===== src/rtl/stream_xbar_demux.sv =====
// stream_xbar_demux
// Routes one valid/ready packet stream to one of NUM_OUTPUT output ports.
// The destination is taken from the first beat of each packet and held for
// the rest of that packet. Packets addressed to a port that does not exist
// are consumed, discarded and counted. A single output register gives
// 1-cycle latency and full throughput.
//
// Handshake: a beat moves on an interface at a rising edge where valid and
// ready are both 1. Once a valid is raised, it and its payload stay stable
// until that handshake. s_ready_o never depends on s_valid_i or s_dest_i.
module stream_xbar_demux #(
  parameter int NUM_OUTPUT = 4,
  parameter int DATA_WIDTH = 32,
  parameter int DEST_WIDTH = 4
) (
  input  logic                  clk_i,
  input  logic                  rst_i,
  // input stream
  input  logic                  s_valid_i,
  output logic                  s_ready_o,
  input  logic [DATA_WIDTH-1:0] s_data_i,
  input  logic                  s_last_i,
  input  logic [DEST_WIDTH-1:0] s_dest_i,
  // output ports (payload and last shared, valid per port)
  output logic [NUM_OUTPUT-1:0] m_valid_o,
  input  logic [NUM_OUTPUT-1:0] m_ready_i,
  output logic [DATA_WIDTH-1:0] m_data_o,
  output logic                  m_last_o,
  // status and debug
  output logic [15:0]           drop_cnt_o,
  output logic [1:0]            dbg_state_o
);

  // Port count widened by one bit so every dest value compares cleanly.
  localparam logic [DEST_WIDTH:0] NUM_OUT_W = (DEST_WIDTH + 1)'(NUM_OUTPUT);

  // Packet state: IDLE waits for a first beat, FWD forwards the body of a
  // routed packet, DROP swallows the body of a discarded packet.
  typedef enum logic [1:0] {
    IDLE = 2'd0,
    FWD  = 2'd1,
    DROP = 2'd2
  } state_t;

  state_t state_q, state_d;

  logic [DEST_WIDTH-1:0] dest_q, dest_d;

  // Output register
  logic                  out_valid_q;
  logic [DATA_WIDTH-1:0] out_data_q;
  logic                  out_last_q;
  logic [DEST_WIDTH-1:0] out_sel_q;

  logic [15:0]           drop_cnt_q;

  // Decoded control
  logic                  out_hs;
  logic                  accept;
  logic                  dest_ok;
  logic                  load;
  logic [DEST_WIDTH-1:0] load_sel;
  logic                  drop_inc;

  // Decode the registered port index into the one-hot per-port valid.
  always_comb begin
    m_valid_o = '0;
    for (int k = 0; k < NUM_OUTPUT; k++) begin
      m_valid_o[k] = out_valid_q && (out_sel_q == DEST_WIDTH'(k));
    end
  end

  // Output handshake on the selected port; other ports' ready is masked
  // out because their valid bit is 0.
  always_comb begin
    out_hs = |(m_valid_o & m_ready_i);
  end

  // Input ready: forced low in reset, always high while discarding,
  // otherwise the register must be empty or draining this cycle. A dropped
  // first beat may wait behind a pending register beat in IDLE.
  always_comb begin
    if (rst_i) begin
      s_ready_o = 1'b0;
    end else if (state_q == DROP) begin
      s_ready_o = 1'b1;
    end else begin
      s_ready_o = ~out_valid_q | out_hs;
    end
  end

  // Accepted beat and destination range check.
  always_comb begin
    accept  = s_valid_i & s_ready_o;
    dest_ok = ({1'b0, s_dest_i} < NUM_OUT_W);
  end

  // Next-state logic and per-beat actions for the packet FSM.
  always_comb begin
    state_d  = state_q;
    dest_d   = dest_q;
    load     = 1'b0;
    load_sel = dest_q;
    drop_inc = 1'b0;
    case (state_q)
      IDLE: begin
        if (accept) begin
          if (dest_ok) begin
            load     = 1'b1;
            load_sel = s_dest_i;
            dest_d   = s_dest_i;
            state_d  = s_last_i ? IDLE : FWD;
          end else begin
            drop_inc = 1'b1;
            state_d  = s_last_i ? IDLE : DROP;
          end
        end
      end
      FWD: begin
        if (accept) begin
          load     = 1'b1;
          load_sel = dest_q;
          if (s_last_i) begin
            state_d = IDLE;
          end
        end
      end
      DROP: begin
        if (accept && s_last_i) begin
          state_d = IDLE;
        end
      end
      default: begin
        state_d = IDLE;
      end
    endcase
  end

  // FSM state and locked destination.
  always_ff @(posedge clk_i) begin
    if (rst_i) begin
      state_q <= IDLE;
      dest_q  <= '0;
    end else begin
      state_q <= state_d;
      dest_q  <= dest_d;
    end
  end

  // Output register: a load wins over a drain so back-to-back beats (even
  // to different ports) flow without a bubble; otherwise hold until the
  // handshake clears valid.
  always_ff @(posedge clk_i) begin
    if (rst_i) begin
      out_valid_q <= 1'b0;
      out_data_q  <= '0;
      out_last_q  <= 1'b0;
      out_sel_q   <= '0;
    end else if (load) begin
      out_valid_q <= 1'b1;
      out_data_q  <= s_data_i;
      out_last_q  <= s_last_i;
      out_sel_q   <= load_sel;
    end else if (out_hs) begin
      out_valid_q <= 1'b0;
    end
  end

  // Discarded-packet counter, saturating; bumps once per dropped packet.
  always_ff @(posedge clk_i) begin
    if (rst_i) begin
      drop_cnt_q <= '0;
    end else if (drop_inc && (drop_cnt_q != 16'hFFFF)) begin
      drop_cnt_q <= drop_cnt_q + 16'd1;
    end
  end

  // Drive registered outputs.
  always_comb begin
    m_data_o    = out_data_q;
    m_last_o    = out_last_q;
    drop_cnt_o  = drop_cnt_q;
    dbg_state_o = state_q;
  end

endmodule


===== config.mk =====
export PLATFORM = sky130hd
export DESIGN_NAME = stream_xbar_demux
export DESIGN_NICKNAME = d
export VERILOG_FILES = /design/src/rtl/stream_xbar_demux.sv
export SDC_FILE = /design/constraint.sdc
export NUM_CORES = 1
export LEC_CHECK = 0
export BUFFER_PORTS_ARGS = -buffer_cell sky130_fd_sc_hd__buf_2
export CAP_MARGIN = 40
export CORE_AREA = 2 2 96 61
export CTS_BUF_LIST = sky130_fd_sc_hd__clkbuf_4 sky130_fd_sc_hd__clkbuf_8
export CTS_CLUSTER_DIAMETER = 30
export DETAILED_ROUTE_END_ITERATION = 6
export DIE_AREA = 0 0 98 63
export PLACE_DENSITY = 0.84
export SYNTH_ARGS = -nofsm -noshare
export SYNTH_HDL_FRONTEND = slang
export SYNTH_SLANG_ARGS = --single-unit

===== constraint.sdc =====
create_clock -name clk_i -period 5 [get_ports clk_i]
set_input_delay 0.5 -clock clk_i [delete_from_list [all_inputs] [get_ports clk_i]]
set_output_delay 0.5 -clock clk_i [all_outputs]
set_load 0.01 [all_outputs]

**After elaboration in Yosys (flattened, before gate mapping)**

Cells that the tools add are included.

- Logic and storage cells: 56
- Register bits after elaboration: 60

- Eq/ne operators: 10
- Add/sub/neg operators: 1
- Reductions and logical operators: 11
- $lt $le $gt $ge: 1
- Bitwise operators: 4
- Muxes and demuxes: 22

Operators with widths:

| operator | count |
|---|---|
| 16-bit by 1-bit adder with 16-bit output (second input constant) | 1 |
| 16-bit inequality test (second input constant) | 1 |
| 2-bit two-way mux | 6 |
| 4-bit two-way mux | 3 |
| 1-bit two-way mux | 11 |
| 4-bit by 2-bit == test with 1-bit output (second input constant) | 2 |
| 1-bit logical AND | 6 |
| 2-bit inequality test (second input constant) | 3 |
| 2-bit case mux with 3 select lines | 1 |
| 4-bit bitwise AND | 1 |
| 4-bit by 1-bit == test with 1-bit output (second input constant) | 1 |
| 4-bit zero test | 1 |
| 4-bit by 3-bit less-than comparator with 1-bit output (second input constant) | 1 |
| 4-bit AND reduction | 1 |
| 4-bit OR reduction | 1 |
| 2-bit by 1-bit == test with 1-bit output (second input constant) | 1 |
| 2-bit == test (second input constant) | 1 |
| 2-bit zero test | 1 |
| 2-bit by 1-bit inequality test with 1-bit output (second input constant) | 1 |
| 1-bit case mux with 2 select lines | 1 |
| 2-bit nonzero test | 1 |
| 1-bit bitwise AND | 1 |
| 1-bit inverter | 1 |
| 1-bit bitwise OR | 1 |

**Logic depth before layout (Yosys ltp)**

- Word-level depth: 11
- Gate-level depth with buffers: 8
- Mapped depth without buffers: 6

**Worst setup path after synthesis**

No wires, ideal clock.

- Path type: in2reg
- Start: in s_valid_i
- End: reg drop_cnt_q[7] (netlist: drop_cnt_o[7])
- Data arrival time: 1.860 ns
- Buffers on the path: 1
- Setup slack: 3.019 ns
- Stages: 5
- Cell sequence: nor3b_1 -> nand2_4 -> buf_6 -> nor3b_1 -> mux2_2

- Longest elaborated chain between the ends: 4

RTL lines:

| element | line | text |
|---|---|---|
| from (decl) | 19 | `input logic s_valid_i,` |
| 1-bit bitwise AND | 94 | `accept = s_valid_i & s_ready_o;` |
| 1-bit two-way mux | 107 | `if (accept) begin` |
| 1-bit two-way mux | 105 | `case (state_q)` |
| 1-bit logical AND | 173 | `end else if (drop_inc && (drop_cnt_q != 16'hFFFF)) begin` |
| to (signal assigned) | 174 | `drop_cnt_q <= drop_cnt_q + 16'd1;` |
| to (decl) | 55 | `logic [15:0] drop_cnt_q;` |

Every way passes these cells.
A chain may end at the register's enable or synchronous reset.

**Worst setup path in the final report**

- Start: in rst_i
- End: reg out_sel_q[3]

- Longest elaborated chain between the ends: 4

RTL lines:

| element | line | text |
|---|---|---|
| from (decl) | 17 | `input logic rst_i,` |
| 1-bit two-way mux | 83 | `if (rst_i) begin` |
| 1-bit bitwise AND | 94 |  |
| 1-bit two-way mux, or another cell as far along | 120 | `if (accept) begin` |
| 1-bit case mux with 2 select lines / 4-bit two-way mux (equally long branches) | -- |  |
| to (signal assigned) | 163 | `out_sel_q <= load_sel;` |
| to (decl) | 53 | `logic [DEST_WIDTH-1:0] out_sel_q;` |

Parallel ways exist; a longest one is shown, timed or not.

==> results.md <==
* Worst path bufs/invs at 2
* Die width at 98 µm
* CP endpoint: out_sel_q[3]
* Largest cells by area after synthesis: dfxtp_1 47%, nand2_1 11%, a21oi_1 8.7%, nor2_1 2.2%, or4_1 1.8%
* Final Slew Violations at 0
* Vias in the first global route at approximately 2.3k
* Unique cell type count in the Yosys netlist at 50
* Clock root buffer: clkbuf_8
* Final worst slack at 2.30 ns
* Max-slew headroom at 0.428
* Gpl congestion at 0.872
* Sink Count at 60
* Port Buf Inserts at 99
* Layout net count at ~440
* CP max stage cell: nand3_2
* Reg-to-reg slack, setup at around 2.6 ns
* Synth Area in XOR/XNOR at 0.00688
* Wire length per cell at between 10 and 15 µm
* Die area at roughly 0.006 mm²
* Yosys warnings at 0
* # Post-CTS Setup Buffers at 0
* Std-Cell Rows at 21
* WP depth at 6
* First-pass DRT Iterations at 4
* VDD IR-drop max at about 0.16 mV
* Adder-Cell Fraction of Synth Area at 0.00492
* Reg clk slew, reported paths at around 0.07 ns
* Post-synth top area cell: dfxtp_1
* Syn-to-layout area delta at 26.0%
* R2r startpoint: dbg_state_o[1]
* First-pass GRT wire length at between 10 and 15 mm
* GR Util All Layers at 0.202
* Skew-Pair Late Insertion Delay at 0.33 ns
* # DRC at 0
* Final setup TNS at 0 ns
* Share of layout cells above drive strength 1 at 0.331
* Max_cap viols at 0
* LEAKAGE at 0.00138 µW
* Delay of the slowest critical-path stage at 0.79 ns
* Commonest cells in the netlist: 73 x nand2_1, 60 x dfxtp_1, 44 x a21oi_1
* DP Cell Count at 450
* Pre-CTS setup slack at just under 2 ns
* Min-Delay Startpoint: s_data_i[8]
* Worst EP arrival at around 3 ns
* Post-synthesis mux area share at 0.0246
* CTS tree: done
* Synth Cell Area at 0.00254 mm²
* Non-filler cells, final at between 400 and 500
* Dominant synthesized flop cell: dfxtp_1
* DR iter-0 viols at 163
* Hold depth at 3
* Most frequent cell after synthesis: nand2_1
* Crit Path Class: in -> reg
* Largest family of logic cells by synthesized area: simple AND/OR/NAND/NOR gates
* Final Hold Fails at 0
* Top-Level Pins at 100
* Max Fclk at roughly 370 MHz
* Maximum fanout along the worst path at 42
* Final period util at 0.540
* Final wirelength at ~6.3 mm
* CTS Buffer Depth at 2
* Worst Skew at about 0.0082 ns
* Top cell type's share of synthesized area at 0.472
* Post-CTS Resized at 0
* RR Endpoint: out_sel_q[3]
* Worst Setup Start Kind: input pin
* Synth Instances at 299
* RSZ-0062 raised after global routing: false
* Fill count at 483
* H-tree levels at 3
* Crit path cell chain: buf_2 > buf_12 > nor3b_1 > nand3_2 > a32oi_1 > nor2_1
* # diodes at 0
* Cts bufs inserted at 9
* CORE AREA at about 0.0053 mm²
* Power Density at 299 mW/mm²
* Worst-margin pin slew at between 0.8 and 0.9 ns
* Count of hold buffers inserted by post-cts repair at 0
* Syn avg cell area at ~8.5 µm²
* Placed Area at between 0.003 and 0.004 mm²
* Worst setup EP type: register
* Status: finished, final reports clean
* Worst R2R Path Depth at 4
* Critical Path Start: rst_i
* Min cycle time layout at ~2.7 ns
* Dpl hpwl at ~4.5 mm
* Hold crit path type: in -> reg
* Final setup viols at 0
* Initial Util at 0.477
* Asr flop ratio synth at 0
* Post-synthesis compound-gate area fraction at 0.181
* Post-Synth Simple-Gate Area at 0.257
* Mapped Nets at 344
* Grt total ovfl at 0
* Post-Layout Inst Area at approximately 0.0032 mm²
* Initial antenna violation count at 0
* Via density at about 5.4
* Number of flops mapped to enable cells by yosys at 0
* Largest net degree at the start of global routing at between 40 and 50
* Die height at between 60 and 70 µm
* Fin util at 0.601
* #FFs+latches synth at 60
* Delay-heaviest family, CP: simple AND/OR/NAND/NOR gates
* Seq/Total Area, Yosys at 0.472
* Post-DRT Antenna Nets at 0
* CP required at between 5 and 6 ns
* Vias at 2513
[power by group]
| group | switching [µW] | internal, µW | total (µW) |
|---|---|---|---|
| clock | 183 | 202 | 385 |
| sequential | 7.18 | 488 | 495 |
| combinational | 47.7 | 32.5 | 80.2 |
[cell type report]
| type | instances | area (µm²) | area share |
|---|---|---|---|
| multi-input cells | 216 | 1210 | 0.377 |
| flip-flops and latches | 60 | 1200 | 0.375 |
| repair buffers | 100 | 515 | 0.161 |
| clock buffers | 11 | 151 | 0.0472 |
| well taps | 69 | 86.3 | 0.0269 |
| clock inverters | 4 | 25.0 | 0.00781 |
| inverters | 5 | 18.8 | 0.00585 |
[layout by cell type (no fill, tap or decap), types with 5 or more instances in the layout]
cell	n
inv_1	5
buf_2	99
or4_1	6
nand3_1	6
nor2_1	15
nand4_1	6
clkbuf_8	11
a21oi_1	44
o31ai_1	5
nand2_1	73
dfxtp_1	60
[worst min-delay path: stages]
cell     delay, ns
buf_2         0.10
nand2_1       0.04
a21oi_1       0.05
[metal layers]
| layer | part of all wire | up-vias | track usage | routed length, µm |
|---|---|---|---|---|
| met4 | 0.0077 | 0 | 0.0625 | 49 |
| met3 | 0.057 | 5 | 0.0660 | 360 |
| met5 | 0 | - | 0 | 0 |
| met1 | 0.46 | 1185 | 0.247 | 2880 |
| met2 | 0.48 | 72 | 0.338 | 3040 |
| li1 | - | 1251 | - | - |
[how the worst min path moves through the flow]
stage	slack [ns]	end
after global placement	0.44	m_data_o[8]
after floorplan	0.46	dest_q[2]
final	0.40	m_data_o[8]
after CTS	0.39	m_data_o[8]
after detailed placement	0.45	m_data_o[8]
after global routing	0.39	dbg_state_o[0]
[per-stage QoR]
step | hold WS, ns | total power (µW)
3_3_place_gp | 0.439 | 581
5_1_grt | 0.394 | 1000
4_1_cts | 0.387 | 970
3_5_place_dp | 0.446 | 585
2_1_floorplan | 0.460 | 554
6_report | 0.402 | 960
[state kept, by name, indices dropped and copies added (netlist names)]
signal,cells
m_data_o,32
drop_cnt_o,16
dest_q,4
out_sel_q,4
dbg_state_o,2
m_last_o,1
out_valid_q,1
[kinds of logic after synthesis]
logic type	after synthesis
mux	6
buf+inv	23
fa+ha+maj	1
compound gates	72
simple gates	135
xor+xnor	2
flops	60
Power figures use the tool's default switching activity.
